## config.mk

```make
export PLATFORM = sky130hd
export DESIGN_NAME = calc_eval_engine
export DESIGN_NICKNAME = d
export VERILOG_FILES = /design/src/rtl/calc_eval_engine.sv
export SDC_FILE = /design/constraint.sdc
export NUM_CORES = 1
export LEC_CHECK = 0
export BUFFER_PORTS_ARGS = -buffer_cell sky130_fd_sc_hd__buf_2
export CAP_MARGIN = 20
export CORE_ASPECT_RATIO = 0.6
export CORE_MARGIN = 1.5
export CORE_UTILIZATION = 30
export CTS_CLUSTER_DIAMETER = 60
export CTS_CLUSTER_SIZE = 8
export DETAILED_ROUTE_END_ITERATION = 12
export PLACE_DENSITY_LB_ADDON = 0.05
export SLEW_MARGIN = 20
export SYNTH_ARGS = -nofsm -noshare
export SYNTH_HDL_FRONTEND = slang
export SYNTH_SLANG_ARGS = --single-unit
```

## constraint.sdc

```tcl
create_clock -name clk -period 11.2 [get_ports clk]
set_input_delay 2.24 -clock clk [delete_from_list [all_inputs] [get_ports clk]]
set_output_delay 2.24 -clock clk [all_outputs]
set_load 0.02 [all_outputs]
```

## src/rtl/calc_eval_engine.sv

```systemverilog
// calc_eval_engine: infix evaluator fed by a number/operator token stream.
// Holds its own data and operator stacks, resolves precedence one step per cycle and hands arithmetic to an external ALU.
module calc_eval_engine #(
   parameter int W      = 32,
   parameter int DDEPTH = 8,
   parameter int ODEPTH = 8
) (
   input  logic         clk,
   input  logic         rst_n,
   input  logic         clr,
   input  logic         tok_valid,
   output logic         tok_ready,
   input  logic         tok_is_num,
   input  logic [2:0]   tok_op,
   input  logic [W-1:0] tok_num,
   output logic         res_valid,
   output logic [W-1:0] res_data,
   output logic [1:0]   res_err,
   output logic         al_req,
   output logic [1:0]   al_op,
   output logic [W-1:0] al_A,
   output logic [W-1:0] al_B,
   input  logic         al_done,
   input  logic [W-1:0] al_C,
   input  logic         al_err,
   output logic         busy
);
   localparam int DCW = $clog2(DDEPTH + 1);
   localparam int OCW = $clog2(ODEPTH + 1);
   localparam int DIW = $clog2(DDEPTH);
   localparam int OIW = (ODEPTH > 1) ? $clog2(ODEPTH) : 1;

   localparam logic [2:0] OP_ADD = 3'd0, OP_SUB = 3'd1, OP_MUL = 3'd2, OP_DIV = 3'd3,
                          OP_LP  = 3'd4, OP_RP  = 3'd5, OP_EQ  = 3'd6, OP_NEG = 3'd7;

   typedef enum logic [2:0] {X_OPND, X_OPTR, REDUCE, CALC, WAIT, DONE, SKIP} state_t;

   state_t         state_q, state_d;
   logic [W-1:0]   dstk_q [DDEPTH];
   logic [W-1:0]   dstk_d [DDEPTH];
   logic [2:0]     ostk_q [ODEPTH];
   logic [2:0]     ostk_d [ODEPTH];
   logic [DCW-1:0] dcnt_q, dcnt_d;
   logic [OCW-1:0] ocnt_q, ocnt_d;
   logic [2:0]     pend_q, pend_d;
   logic           neg_q, neg_d;
   logic [W-1:0]   al_a_q, al_a_d, al_b_q, al_b_d;
   logic [1:0]     al_op_q, al_op_d;
   logic           res_valid_q, res_valid_d;
   logic [W-1:0]   res_data_q, res_data_d;
   logic [1:0]     res_err_q, res_err_d;

   logic           tok_fire, dfull, ofull;
   logic [DIW-1:0] dtop_i, dsec_i;
   logic [OIW-1:0] otop_i;
   logic [2:0]     otop;
   logic           opush, err, err_eq;
   logic [2:0]     opush_val;
   logic [1:0]     err_code;

   function automatic logic [1:0] prec(input logic [2:0] op);
      case (op)
         OP_NEG:         prec = 2'd3;
         OP_MUL, OP_DIV: prec = 2'd2;
         OP_ADD, OP_SUB: prec = 2'd1;
         default:        prec = 2'd0;
      endcase
   endfunction

   assign tok_fire = tok_valid && tok_ready;
   assign dfull    = (dcnt_q == DCW'(DDEPTH));
   assign ofull    = (ocnt_q == OCW'(ODEPTH));
   assign dtop_i   = dcnt_q[DIW-1:0] - DIW'(1);
   assign dsec_i   = dcnt_q[DIW-1:0] - DIW'(2);
   assign otop_i   = ocnt_q[OIW-1:0] - OIW'(1);
   assign otop     = ostk_q[otop_i];

   always_ff @(posedge clk or negedge rst_n) begin
      if (!rst_n) begin
         state_q     <= X_OPND;
         dstk_q      <= '{default: '0};
         ostk_q      <= '{default: '0};
         dcnt_q      <= '0;
         ocnt_q      <= '0;
         pend_q      <= '0;
         neg_q       <= 1'b0;
         al_a_q      <= '0;
         al_b_q      <= '0;
         al_op_q     <= '0;
         res_valid_q <= 1'b0;
         res_data_q  <= '0;
         res_err_q   <= '0;
      end else begin
         state_q     <= state_d;
         dstk_q      <= dstk_d;
         ostk_q      <= ostk_d;
         dcnt_q      <= dcnt_d;
         ocnt_q      <= ocnt_d;
         pend_q      <= pend_d;
         neg_q       <= neg_d;
         al_a_q      <= al_a_d;
         al_b_q      <= al_b_d;
         al_op_q     <= al_op_d;
         res_valid_q <= res_valid_d;
         res_data_q  <= res_data_d;
         res_err_q   <= res_err_d;
      end
   end

   always_comb begin
      state_d     = state_q;
      dstk_d      = dstk_q;
      ostk_d      = ostk_q;
      dcnt_d      = dcnt_q;
      ocnt_d      = ocnt_q;
      pend_d      = pend_q;
      neg_d       = neg_q;
      al_a_d      = al_a_q;
      al_b_d      = al_b_q;
      al_op_d     = al_op_q;
      res_valid_d = 1'b0;
      res_data_d  = res_data_q;
      res_err_d   = res_err_q;
      opush       = 1'b0;
      opush_val   = OP_ADD;
      err         = 1'b0;
      err_eq      = 1'b0;
      err_code    = 2'd1;
      case (state_q)
         X_OPND: if (tok_fire) begin
            if (tok_is_num) begin
               if (dfull) begin
                  err      = 1'b1;
                  err_code = 2'd2;
               end else begin
                  dstk_d[dcnt_q[DIW-1:0]] = tok_num;
                  dcnt_d  = dcnt_q + DCW'(1);
                  state_d = X_OPTR;
               end
            end else begin
               case (tok_op)
                  OP_LP:   begin opush = 1'b1; opush_val = OP_LP;  end
                  OP_SUB:  begin opush = 1'b1; opush_val = OP_NEG; end
                  OP_ADD:  ;
                  default: begin err = 1'b1; err_eq = (tok_op == OP_EQ); end
               endcase
            end
         end
         X_OPTR: if (tok_fire) begin
            if (tok_is_num || tok_op == OP_LP || tok_op == OP_NEG) err = 1'b1;
            else begin
               pend_d  = tok_op;
               state_d = REDUCE;
            end
         end
         REDUCE: begin
            if (ocnt_q == '0) begin
               if (pend_q == OP_RP)      err = 1'b1;
               else if (pend_q == OP_EQ) state_d = DONE;
               else begin opush = 1'b1; opush_val = pend_q; end
            end else if (otop == OP_NEG) begin
               // unary minus is computed as 0 - x and later overwrites its own operand
               al_a_d  = '0;
               al_b_d  = dstk_q[dtop_i];
               al_op_d = 2'd1;
               neg_d   = 1'b1;
               ocnt_d  = ocnt_q - OCW'(1);
               state_d = CALC;
            end else if (otop == OP_LP) begin
               if (pend_q == OP_RP) begin
                  ocnt_d  = ocnt_q - OCW'(1);
                  state_d = X_OPTR;
               end else if (pend_q == OP_EQ) begin
                  err    = 1'b1;
                  err_eq = 1'b1;
               end else begin opush = 1'b1; opush_val = pend_q; end
            end else if (pend_q == OP_RP || pend_q == OP_EQ || prec(otop) >= prec(pend_q)) begin
               if (dcnt_q < DCW'(2)) begin
                  err    = 1'b1;
                  err_eq = (pend_q == OP_EQ);
               end else begin
                  al_a_d  = dstk_q[dsec_i];
                  al_b_d  = dstk_q[dtop_i];
                  al_op_d = otop[1:0];
                  neg_d   = 1'b0;
                  ocnt_d  = ocnt_q - OCW'(1);
                  state_d = CALC;
               end
            end else begin opush = 1'b1; opush_val = pend_q; end
         end
         CALC: state_d = WAIT;
         WAIT: if (al_done) begin
            if (al_err) begin
               err      = 1'b1;
               err_code = 2'd3;
               err_eq   = (pend_q == OP_EQ);
            end else begin
               if (neg_q) dstk_d[dtop_i] = al_C;
               else begin
                  dstk_d[dsec_i] = al_C;
                  dcnt_d = dcnt_q - DCW'(1);
               end
               state_d = REDUCE;
            end
         end
         DONE: begin
            if (dcnt_q == DCW'(1)) begin
               res_valid_d = 1'b1;
               res_data_d  = dstk_q[0];
               res_err_d   = 2'd0;
               dcnt_d      = '0;
               ocnt_d      = '0;
               state_d     = X_OPND;
            end else begin
               err    = 1'b1;
               err_eq = 1'b1;
            end
         end
         SKIP: if (tok_fire && !tok_is_num && tok_op == OP_EQ) state_d = X_OPND;
         default: state_d = X_OPND;
      endcase

      // every operator push lands in X_OPND; a full stack turns it into an overflow error
      if (opush) begin
         if (ofull) begin
            err      = 1'b1;
            err_code = 2'd2;
         end else begin
            ostk_d[ocnt_q[OIW-1:0]] = opush_val;
            ocnt_d  = ocnt_q + OCW'(1);
            state_d = X_OPND;
         end
      end

      if (err) begin
         res_valid_d = 1'b1;
         res_err_d   = err_code;
         res_data_d  = '0;
         dcnt_d      = '0;
         ocnt_d      = '0;
         state_d     = err_eq ? X_OPND : SKIP;
      end

      if (clr) begin
         state_d     = X_OPND;
         dcnt_d      = '0;
         ocnt_d      = '0;
         pend_d      = '0;
         neg_d       = 1'b0;
         al_a_d      = '0;
         al_b_d      = '0;
         al_op_d     = '0;
         res_valid_d = 1'b0;
         res_data_d  = '0;
         res_err_d   = '0;
      end
   end

   always_comb begin
      tok_ready = (state_q == X_OPND) || (state_q == X_OPTR) || (state_q == SKIP);
      al_req    = (state_q == CALC);
      busy      = !((state_q == X_OPND) && (dcnt_q == '0) && (ocnt_q == '0));
   end

   assign res_valid = res_valid_q;
   assign res_data  = res_data_q;
   assign res_err   = res_err_q;
   assign al_op     = al_op_q;
   assign al_A      = al_a_q;
   assign al_B      = al_b_q;
endmodule

```

* After elaboration in Yosys (flattened, before gate mapping)
Index checks and enable logic that the tools add are counted.
** Operators by class
- Add/sub/neg operators :: 7
- Multipliers :: 0
- Divide/modulo/power cells :: 0
- Magnitude comparators :: 11
- Equal/unequal tests :: 40
- Shift operators :: 0
- Multiplexer cells :: 186
- Bitwise operators :: 6
- Reduce and logical (&&, ||, !) cells :: 43
** Operator list (count)
- $mux W256 :: 6
- $mux W32 :: 25
- $bwmux W256 :: 3
- $pmux W256 S2 :: 1
- $demux W32 S3 :: 3
- $bmux W32 S3 :: 2
- $mux W3 :: 37
- $mux W4 :: 20
- $mux W2 :: 26
- $mux W1 :: 49
- $eq A3 B3 Y1 const B :: 11
- $ne A4 B4 Y1 const B :: 7
- $bwmux W24 :: 1
- $pmux W3 S7 :: 1
- $ge A4 B4 Y1 const B :: 5
- $not A3 Y4 :: 5
- $eq A3 B2 Y1 const B :: 6
- $lt A4 B1 Y1 const B :: 4
- $ne A2 B2 Y1 const B :: 7
- $eq A3 B1 Y1 const B :: 4
- $logic_not A3 Y1 :: 4
- $pmux W3 S2 :: 2
- $pmux W4 S3 :: 1
- $reduce_or A2 Y1 :: 5
- other kinds (31) :: 58
** Word-level totals
- Bits in registers :: 396
- Latch bits :: 0
- Bits in writable memories :: 0
- ROM bits :: 0
- Bits of input ports :: 74
- Word-level logic and storage cells :: 320
- Memories :: 0

* Longest topological paths before layout
Gate-level depths: netlist of run 1.
- Depth after elaboration :: 23
- Mapped depth :: 18
- Depth with buffers taken out :: 13

* Least setup slack after synthesis of run 1
No wires, ideal clock.
- Kind :: reg-to-reg
- Start :: register ocnt_q[1]
- End :: register res_data_q[10] (netlist: res_data[10])
- Arrival time :: 4.229 ns
- Required time :: 11.134 ns
- Path slack :: 6.905 ns
- Cell stages (with the launch flop) :: 17
- Buffers on the path :: 3
- Clock period less this slack :: 4.295 ns
- Cells stage by stage :: dfrtp_1 inv_1 ha_1 buf_4 mux4_1 mux2i_1 clkbuf_1 nand2_1 ha_1 nand2b_1 a221oi_1 nand2b_1 o2bb2ai_1 a311oi_2 nor4b_4 buf_6 a22o_1
** On the way
- Cells in the longest elaborated chain, start to end :: 23
- Elaborated cells on any way between the ends :: 39
** Ends and longest elaborated chain
- start, declared :: RTL line 44 : logic [OCW-1:0] ocnt_q, ocnt_d;
- start signal, assigned :: RTL line 98 : ocnt_q <= ocnt_d;
- $sub A3 B1 Y3 :: RTL line 75 : assign otop_i = ocnt_q[OIW-1:0] - OIW'(1);
- $not A3 Y4 (implied by the code) :: RTL line 76 : assign otop = ostk_q[otop_i];
- $bmux W3 S3 :: RTL line 76
- $mux W3 (implied by the code) (2 in a row) :: RTL line 76
- $eq A3 B1 Y1 (tied with other cells) :: RTL line 62 : case (op)
- $reduce_or A2 Y1 :: RTL line 62
- $pmux W2 S2 :: RTL line 62
- $mux W2 :: RTL line 169 : end else if (otop == OP_LP) begin
- (+6 left out)
- $mux W1 :: RTL line 169
- $mux W1 :: RTL line 161 : end else if (otop == OP_NEG) begin
- $mux W1 :: RTL line 157 : if (ocnt_q == '0) begin
- $pmux W1 S5 :: RTL line 129 : case (state_q)
- $mux W1 :: RTL line 225 : if (ofull) begin
- $mux W1 (*) :: RTL line 224 : if (opush) begin
- $reduce_bool A3 Y1 (no source line) or $mux W32 (tied branches)
- $reduce_and A2 Y1 (no source line) or $mux W32 (tied branches)
- end signal, assigned :: RTL line 105 : res_data_q <= res_data_d;
- end, declared :: RTL line 50 : logic [W-1:0] res_data_q, res_data_d;
Every way passes the cells marked *; elsewhere a longest branch is shown, timed or not. The select of a mux whose other input is x is not followed.
A chain may end at the register's enable or synchronous reset.

* Worst setup path in the final report of run 1
- Start :: register ocnt_q[0]
- End :: register al_a_q[5] (netlist: al_A[5])
** On the way
- Cells in the longest elaborated chain, start to end :: 16
- Elaborated cells on any way between the ends :: 30
** Ends and longest elaborated chain
- $sub A3 B1 Y3 :: RTL line 75
- $not A3 Y4 (implied by the code) :: RTL line 76
- $bmux W3 S3 :: RTL line 76
- $mux W3 (implied by the code) (2 in a row) :: RTL line 76
- $eq A3 B1 Y1 (tied with other cells) :: RTL line 62
- $reduce_or A2 Y1 :: RTL line 62
- $pmux W2 S2 :: RTL line 62
- $mux W2 :: RTL line 169
- $mux W2 :: RTL line 161
- $mux W2 :: RTL line 157
- $mux W2 :: RTL line 129
- $ge A2 B2 Y1 :: RTL line 177 : end else if (pend_q == OP_RP || pend_q == OP_EQ || prec(otop) >= prec(pend_q)) begin
- $logic_or A1 B1 Y1 :: RTL line 177
- $reduce_bool A3 Y1 (no source line)
- $reduce_and A5 Y1 (no source line)
- end signal, assigned :: RTL line 101 : al_a_q <= al_a_d;
- end, declared :: RTL line 47 : logic [W-1:0] al_a_q, al_a_d, al_b_q, al_b_d;
Several ways; a longest one is shown, not always the timed one. The select of a mux whose other input is x is not followed.

==> summary.md, run 1 <==
| Metric | Value |
|---|---|
| Vias in the first global route | 18600 |
| Post-synth EDFFs | 0 |
| Final count of hold timing violations | 0 |
| Core box area | 0.0703 mm^2 |
| RSZ-0062 raised after global routing | false |
| Setup repair bufs after CTS | 0 |
| Worst VDD drop | 0.263 mV |
| Rows | 75 |
| Sw Pwr | 3060 uW |
| Crit path time final | 6290 ps |
| First-pass GRT wire length | 141000 um |
| DR vias | 18900 |
| Slew headroom | 0.283 |
| Final wirelength | 98200 um |
| Syn Nets | 2201 |
| CTS tree | yes |
| Net Sw Frac | 0.459 |
| Total Routing Usage GR | 0.266 |
| Status | complete, no violations |
| Clock power share | 0.235 |
| Distinct cell type count after synthesis | 71 |
| Die ar. | 0.0730 mm^2 |
| Root Buffer | clkbuf_16 |
| Cell Area, Synth | 0.0214 mm^2 |
| DIE WIDTH | 348 um |
| Mean Syn Cell Area | 10.1 um^2 |
| Worst-skew pair later-pin latency | 640 ps |
| Slowest CP cell | ha_1 |
| Worst Hold Class | reg2reg |
| Largest net degree at the start of global routing | 136 |
| WP data required | 11740 ps |
| CTS Sinks | 396 |
| Post-synthesis cell count | 2115 |
| Syn-to-layout area delta | 14.7% |
| 1st-iter DRT viols | 2041 |
| End-of-flow core utilization | 0.349 |
| Maxcap violations | 0 |
| Hold buffers post-CTS | 0 |
| Fraction of layout cells with a size suffix above 1 | 0.208 |
| Buffers on Ports | 177 |
| Main synth FF type | dfrtp_1 |
| Die height | 210 um |
| Final period utilization | 0.561 |
| Post-DR vias/cell | 6.17 |
| PwrDens | 272 mW/mm^2 |
| Number of buffers created by CTS | 56 |
| Comb pwr share | 0.430 |
| Critical Path Max Stage Delay | 890 ps |
| Post-synthesis sequential area ratio | 0.463 |
| CP Capture Type | flip-flop |
| Crit path top cell by count | buf_4 |
| Total grt overflow | 0 |
| CP Launch Type | flip-flop |
| Yosys top cell area share | 0.463 |
| Worst setup margin | 4910 ps |
| Antenna-violating nets left | 0 |
| Setup TNS | 0 ps |
| Synth Register Bits | 396 |
| Largest area contributor in the netlist | dfrtp_1 |
| Int Power | 3610 uW |
| Worst path cell trace | inv_2 -> ha_1 -> mux4_1 -> mux2i_1 -> buf_4 -> nand2_1 -> ha_1 -> nand2b_1 -> a221oi_1 -> or2_2 -> a21oi_1 -> o21a_4 -> buf_4 -> nand3b_1 -> buf_4 -> o2bb2ai_1 |
| Reg clk slew, reported paths | 50 ps |
| CTS H-tree lvls | 2 |
| Placer Congestion | 0.849 |
| DRT Pass-1 Iters | 7 |
| Final count of pins violating max slew | 0 |
| Leak | 0.00989 uW |
| Initial core utilization | 0.305 |
| NumNets Final | 2219 |
| CP max FO | 38 |
| IO Pins | 178 |
| Per-cell routed wire length | 32.0 um |
| Crit path arrival time | 6830 ps |
| Main area contributors after synthesis | dfrtp_1 (46%), a22oi_1 (9.2%), mux4_2 (7.2%) |
| Max Fclk | 0.159 GHz |
| Initial antenna violation count | 3 |
| WP buf/inv | 4 |
| Place WS | 4940 ps |
| Setup CP Type | reg2reg |
| Top delay family on crit path | buffers and inverters |
| DRC | 0 |
| Ys async rst share | 1.00 |
| Yosys warnings | 0 |
| Fillers | 7077 |
| Worst Tran Pin Value | 1080 ps |
| Final setup violation count | 0 |
| Seq pwr share | 0.335 |
| Cts repair resizes | 0 |
| Post-DP HPWL | 54000 um |
| Post-Route Skew | 13.6 ps |
| CTS max path bufs | 3 |
[through the flow]
step                power, uW  hold WS, ps  area [um^2]  std cells
CTS                      6650          489        24500       3063
global route             7000          513        24600       3065
finish                   6670          485        24600       3065
detailed placement       5070          473        23100       2999
global placement         5050          470        23100       2999
floorplan                3850          449        21400       2115
[layer usage]
layer  global-route usage  share of wire  vias up
met5                    0              0        -
met2                0.379           0.42      911
met1                0.405           0.48     9780
met4               0.0702          0.024        0
met3               0.0548          0.081      174
li1                     -              -     8051
[synthesized netlist by cell type (all sizes together), types with 10 or more instances]
master   count
a22o        97
a221oi      65
a21oi       22
clkbuf     209
dfrtp      396
buf         57
mux2        33
mux4        70
and3        10
a311oi      37
inv         11
nor2        77
o2bb2ai     34
o21ai      274
nand2      278
nor3        15
mux2i       45
a22oi      263
nand2b      10
ha          12
[sequential cells by signal, indices dropped and copies added (netlist names), 3 cells and up]
signal and flops:
dstk_q 256, al_A 32, al_B 32, res_data 32, ostk_q 24, dcnt_q 4, ocnt_q 4, pend_q 3
state_q 3
[path summary, 6_finish.rpt]
kind | startpoint | end | slack [ps] | cells past startpoint
worst max-delay path | ocnt_q[0] | al_A[5] | 4910 | 16
worst min-delay path | al_A[2] | al_A[2] | 480 | 1
worst max register to register | ocnt_q[0] | al_A[5] | 4910 | 16
worst min register to register | al_A[2] | al_A[2] | 480 | 1
max in group asynchronous | rst_n | dcnt_q[1] | 7290 | 3
min in group asynchronous | rst_n | dstk_q[248] | 1590 | 1
[layout make-up]
class	instances	area [um^2]	area share
Sequential cell	396	9920	0.404
Clock buffer	58	1420	0.0578
Inverter	11	41.3	0.00168
Timing Repair Buffer	226	1280	0.0520
Multi-Input combinational cell	1442	10700	0.435
Clock inverter	6	62.6	0.00255
Antenna cell	2	5.00	0.000204
Tap cell	924	1160	0.0471
[placed cells by master, fill, tap and decap left out, types with 22 or more instances in the layout]
cell type,netlist,layout
a22oi_1,263,263
dfrtp_1,396,394
a311oi_1,36,36
nor2_1,76,59
mux2_2,30,30
mux2i_1,45,45
nand2_1,278,278
clkbuf_16,0,56
buf_4,2,48
a221oi_1,65,65
buf_2,13,176
o21ai_0,265,265
a22o_1,97,97
a21oi_1,22,22
mux4_2,68,68
o2bb2ai_1,34,34
[cells by family after synthesis]
kind of cell    count (synthesis)  synth area share
compound gates                834             0.273
simple gates                  440            0.0897
flops                         396             0.463
buf+inv                       277            0.0511
mux                           148             0.112
fa+ha+maj                      12           0.00701
xor+xnor                        8           0.00362
[power by group through the flow]
stage / sequential (uW) / combinational (uW) / clock, uW
6_report: 2230 / 2870 / 1570
2_1_floorplan: 2030 / 1820 / 0
4_1_cts: 2230 / 2830 / 1600
5_1_grt: 2280 / 3050 / 1660
3_3_place_gp: 2240 / 2810 / 0
3_5_place_dp: 2250 / 2820 / 0
[worst reg2reg max path: cells and delay by family (launching register included)]
family	cells	cell delay (ps)
DFF	1	620
buffers and inverters	4	1500
and+or+nand+nor	4	1180
adders and majority gates	2	1160
muxes	2	590
AOI/OAI and AO/OA	4	1130
(Power assumes the default switching activity.)
==> inputs of run 2 (changes only) <==
- clock period: 11.2 -> 6.55 ns (I/O delays scaled with it)
==> run 2 against run 1 <==
Register-to-register slack got worse by 4000 ps. Cell area up 0.11%. Power is 72% higher. Worst setup slack lost 4000 ps.
==> summary.md, run 2 (same netlist as run 1, synthesis figures left out) <==
| Metric | Value |
|---|---|
| Max Fclk | 0.177 GHz (was 0.159 GHz) |
| Worst Hold Class | reg2reg (unchanged) |
| Most frequent cells in the layout | dfrtp_1 (394), nand2_1 (278), o21ai_0 (265) (unchanged) |
| Post-DP HPWL | 53800 um (was 54000 um) |
| Vias in the first global route | 18500 (was 18600) |
| Largest net degree at the start of global routing | 136 (unchanged) |
| Total Routing Usage GR | 0.267 (was 0.266) |
| Final count of pins violating max slew | 0 (unchanged) |
| Hold path startpoint | al_A[30] (was al_A[2]) |
| Leak | 0.00990 uW (was 0.00989 uW) |
| CP Launch Type | flip-flop (unchanged) |
| Final count of hold timing violations | 0 (unchanged) |
| Syn-to-layout area delta | 14.8% (was 14.7%) |
| Final setup violation count | 0 (unchanged) |
| Post-Route Skew | 24.3 ps (was 13.6 ps) |
| Crit. Startpoint | ocnt_q[0] (unchanged) |
| CTS tree | yes (unchanged) |
| PwrDens | 466 mW/mm^2 (was 272 mW/mm^2) |
| Root Buffer | clkbuf_16 (unchanged) |
| Crit path arrival time | 6210 ps (was 6830 ps) |
| 1st-iter DRT viols | 1958 (was 2041) |
| Fillers | 7101 (was 7077) |
| Total power | 11500 uW (was 6670 uW) |
| Maxcap violations | 0 (unchanged) |
| Reg clk slew, reported paths | 50 ps (about the same) |
| DIE WIDTH | 348 um (unchanged) |
| Cts repair resizes | 0 (unchanged) |
| RR Startpoint | ocnt_q[0] (unchanged) |
| CTS max path bufs | 3 (unchanged) |
| Fraction of layout cells with a size suffix above 1 | 0.207 (was 0.208) |
| Total grt overflow | 0 (unchanged) |
| Number of buffers created by CTS | 55 (was 56) |
| Per-cell routed wire length | 32.1 um (was 32.0 um) |
| RSZ-0062 raised after global routing | false (unchanged) |
| Setup TNS | 0 ps (unchanged) |
| Setup CP Type | reg2reg (unchanged) |
| IO Pins | 178 (unchanged) |
| DRT Pass-1 Iters | 6 (was 7) |
| Post-DR vias/cell | 6.15 (was 6.17) |
| First-pass GRT wire length | 141000 um (about the same) |
| Slew headroom | 0.229 (was 0.283) |
| NumNets Final | 2220 (was 2219) |
| Commonest non-fill, non-tap cell in the layout | dfrtp_1 (unchanged) |
| CTS Sinks | 396 (unchanged) |
| Worst-skew pair later-pin latency | 640 ps (about the same) |
| Initial core utilization | 0.305 (unchanged) |
| Number of flip-flops under the largest register name | 256 (unchanged) |
| Crit path time final | 5650 ps (was 6290 ps) |
| Initial antenna violation count | 3 (unchanged) |
| CTS H-tree lvls | 2 (unchanged) |
| WP data required | 7110 ps (was 11740 ps) |
| Core box area | 0.0703 mm^2 (unchanged) |
| Most flop-heavy register | dstk_q (unchanged) |
| DRC | 0 (unchanged) |
| Die ar. | 0.0730 mm^2 (unchanged) |
| Rows | 75 (unchanged) |
| Placer Congestion | 0.851 (was 0.849) |
| Hold buffers post-CTS | 0 (unchanged) |
| Worst VDD drop | 0.539 mV (was 0.263 mV) |
| CP Capture Type | flip-flop (unchanged) |
| Final period utilization | 0.863 (was 0.561) |
| Setup repair bufs after CTS | 0 (unchanged) |
| CP max FO | 26 (was 38) |
| Worst Tran Pin Value | 1160 ps (was 1080 ps) |
| Antenna-violating nets left | 0 (unchanged) |
| Status | complete, no violations (unchanged) |
| Final wirelength | 98300 um (was 98200 um) |
| DR vias | 18800 (was 18900) |
| Buffers on Ports | 177 (unchanged) |
| Die height | 210 um (unchanged) |
==> run 2: cell count changes in the layout (fill, tap and decap cells not counted), sizes merged <==
| cell | delta |
|---|---|
| diode | -1 |
| clkbuf | +1 |
| inv | -1 |
| buf | +2 |
| clkinv | -3 |
==> run 2: where the power goes <==
group | leakage, uW | switching (uW) | internal (uW)
Combinational | 0.00386 | 3390 | 1600
Clock | 0.000718 | 1150 | 1520
Sequential | 0.00533 | 724 | 3080
==> run 2: worst max-delay path, stage by stage (launching register included) <==
cell and delay [ps]:
dfrtp_1 650, inv_2 230, ha_1 890, mux2_2 420, mux4_2 530, nor2_1 130, ha_1 240, a221oi_1 670
nand2b_1 240, o2bb2ai_1 100, a311oi_2 380, nor4b_4 280, buf_4 530, a22o_1 240
==> run 2: worst paths after layout <==
check | slack [ps] | depth (start not counted) | endpoint
max | 900 | 13 | res_data[31]
min in group asynchronous | 720 | 1 | res_data[25]
min | 480 | 1 | al_A[30]
max reg2reg | 900 | 13 | res_data[31]
max in group asynchronous | 4580 | 2 | al_A[22]
min reg2reg | 480 | 1 | al_A[30]
==> run 2: layout make-up <==
type | count | area [um^2] | share of cell area
diodes | 1 | 2.50 | 0.000102
clock inverters | 2 | 25.0 | 0.00102
flip-flops and latches | 396 | 9920 | 0.403
well taps | 924 | 1160 | 0.0470
inverters | 11 | 41.3 | 0.00168
multi-input cells | 1442 | 10700 | 0.434
clock buffers | 59 | 1430 | 0.0583
repair buffers | 228 | 1330 | 0.0541
==> run 2: per-stage QoR <==
step	setup WS [ps]	cells	util	instance area, um^2	hold WS (ps)
after floorplan	2250	2115	-	21400	449
after global placement	1120	3001	0.329	23100	472
after detailed placement	1000	3001	0.329	23100	475
after CTS	972	3062	0.350	24600	490
after global routing	541	3063	0.350	24600	503
final	900	3063	0.350	24600	483
==> run 2: metal layers <==
metal	track usage	routed length [um]
met5	0	0
met4	0.0657	2100
met3	0.0560	7610
met2	0.374	40400
met1	0.414	48200
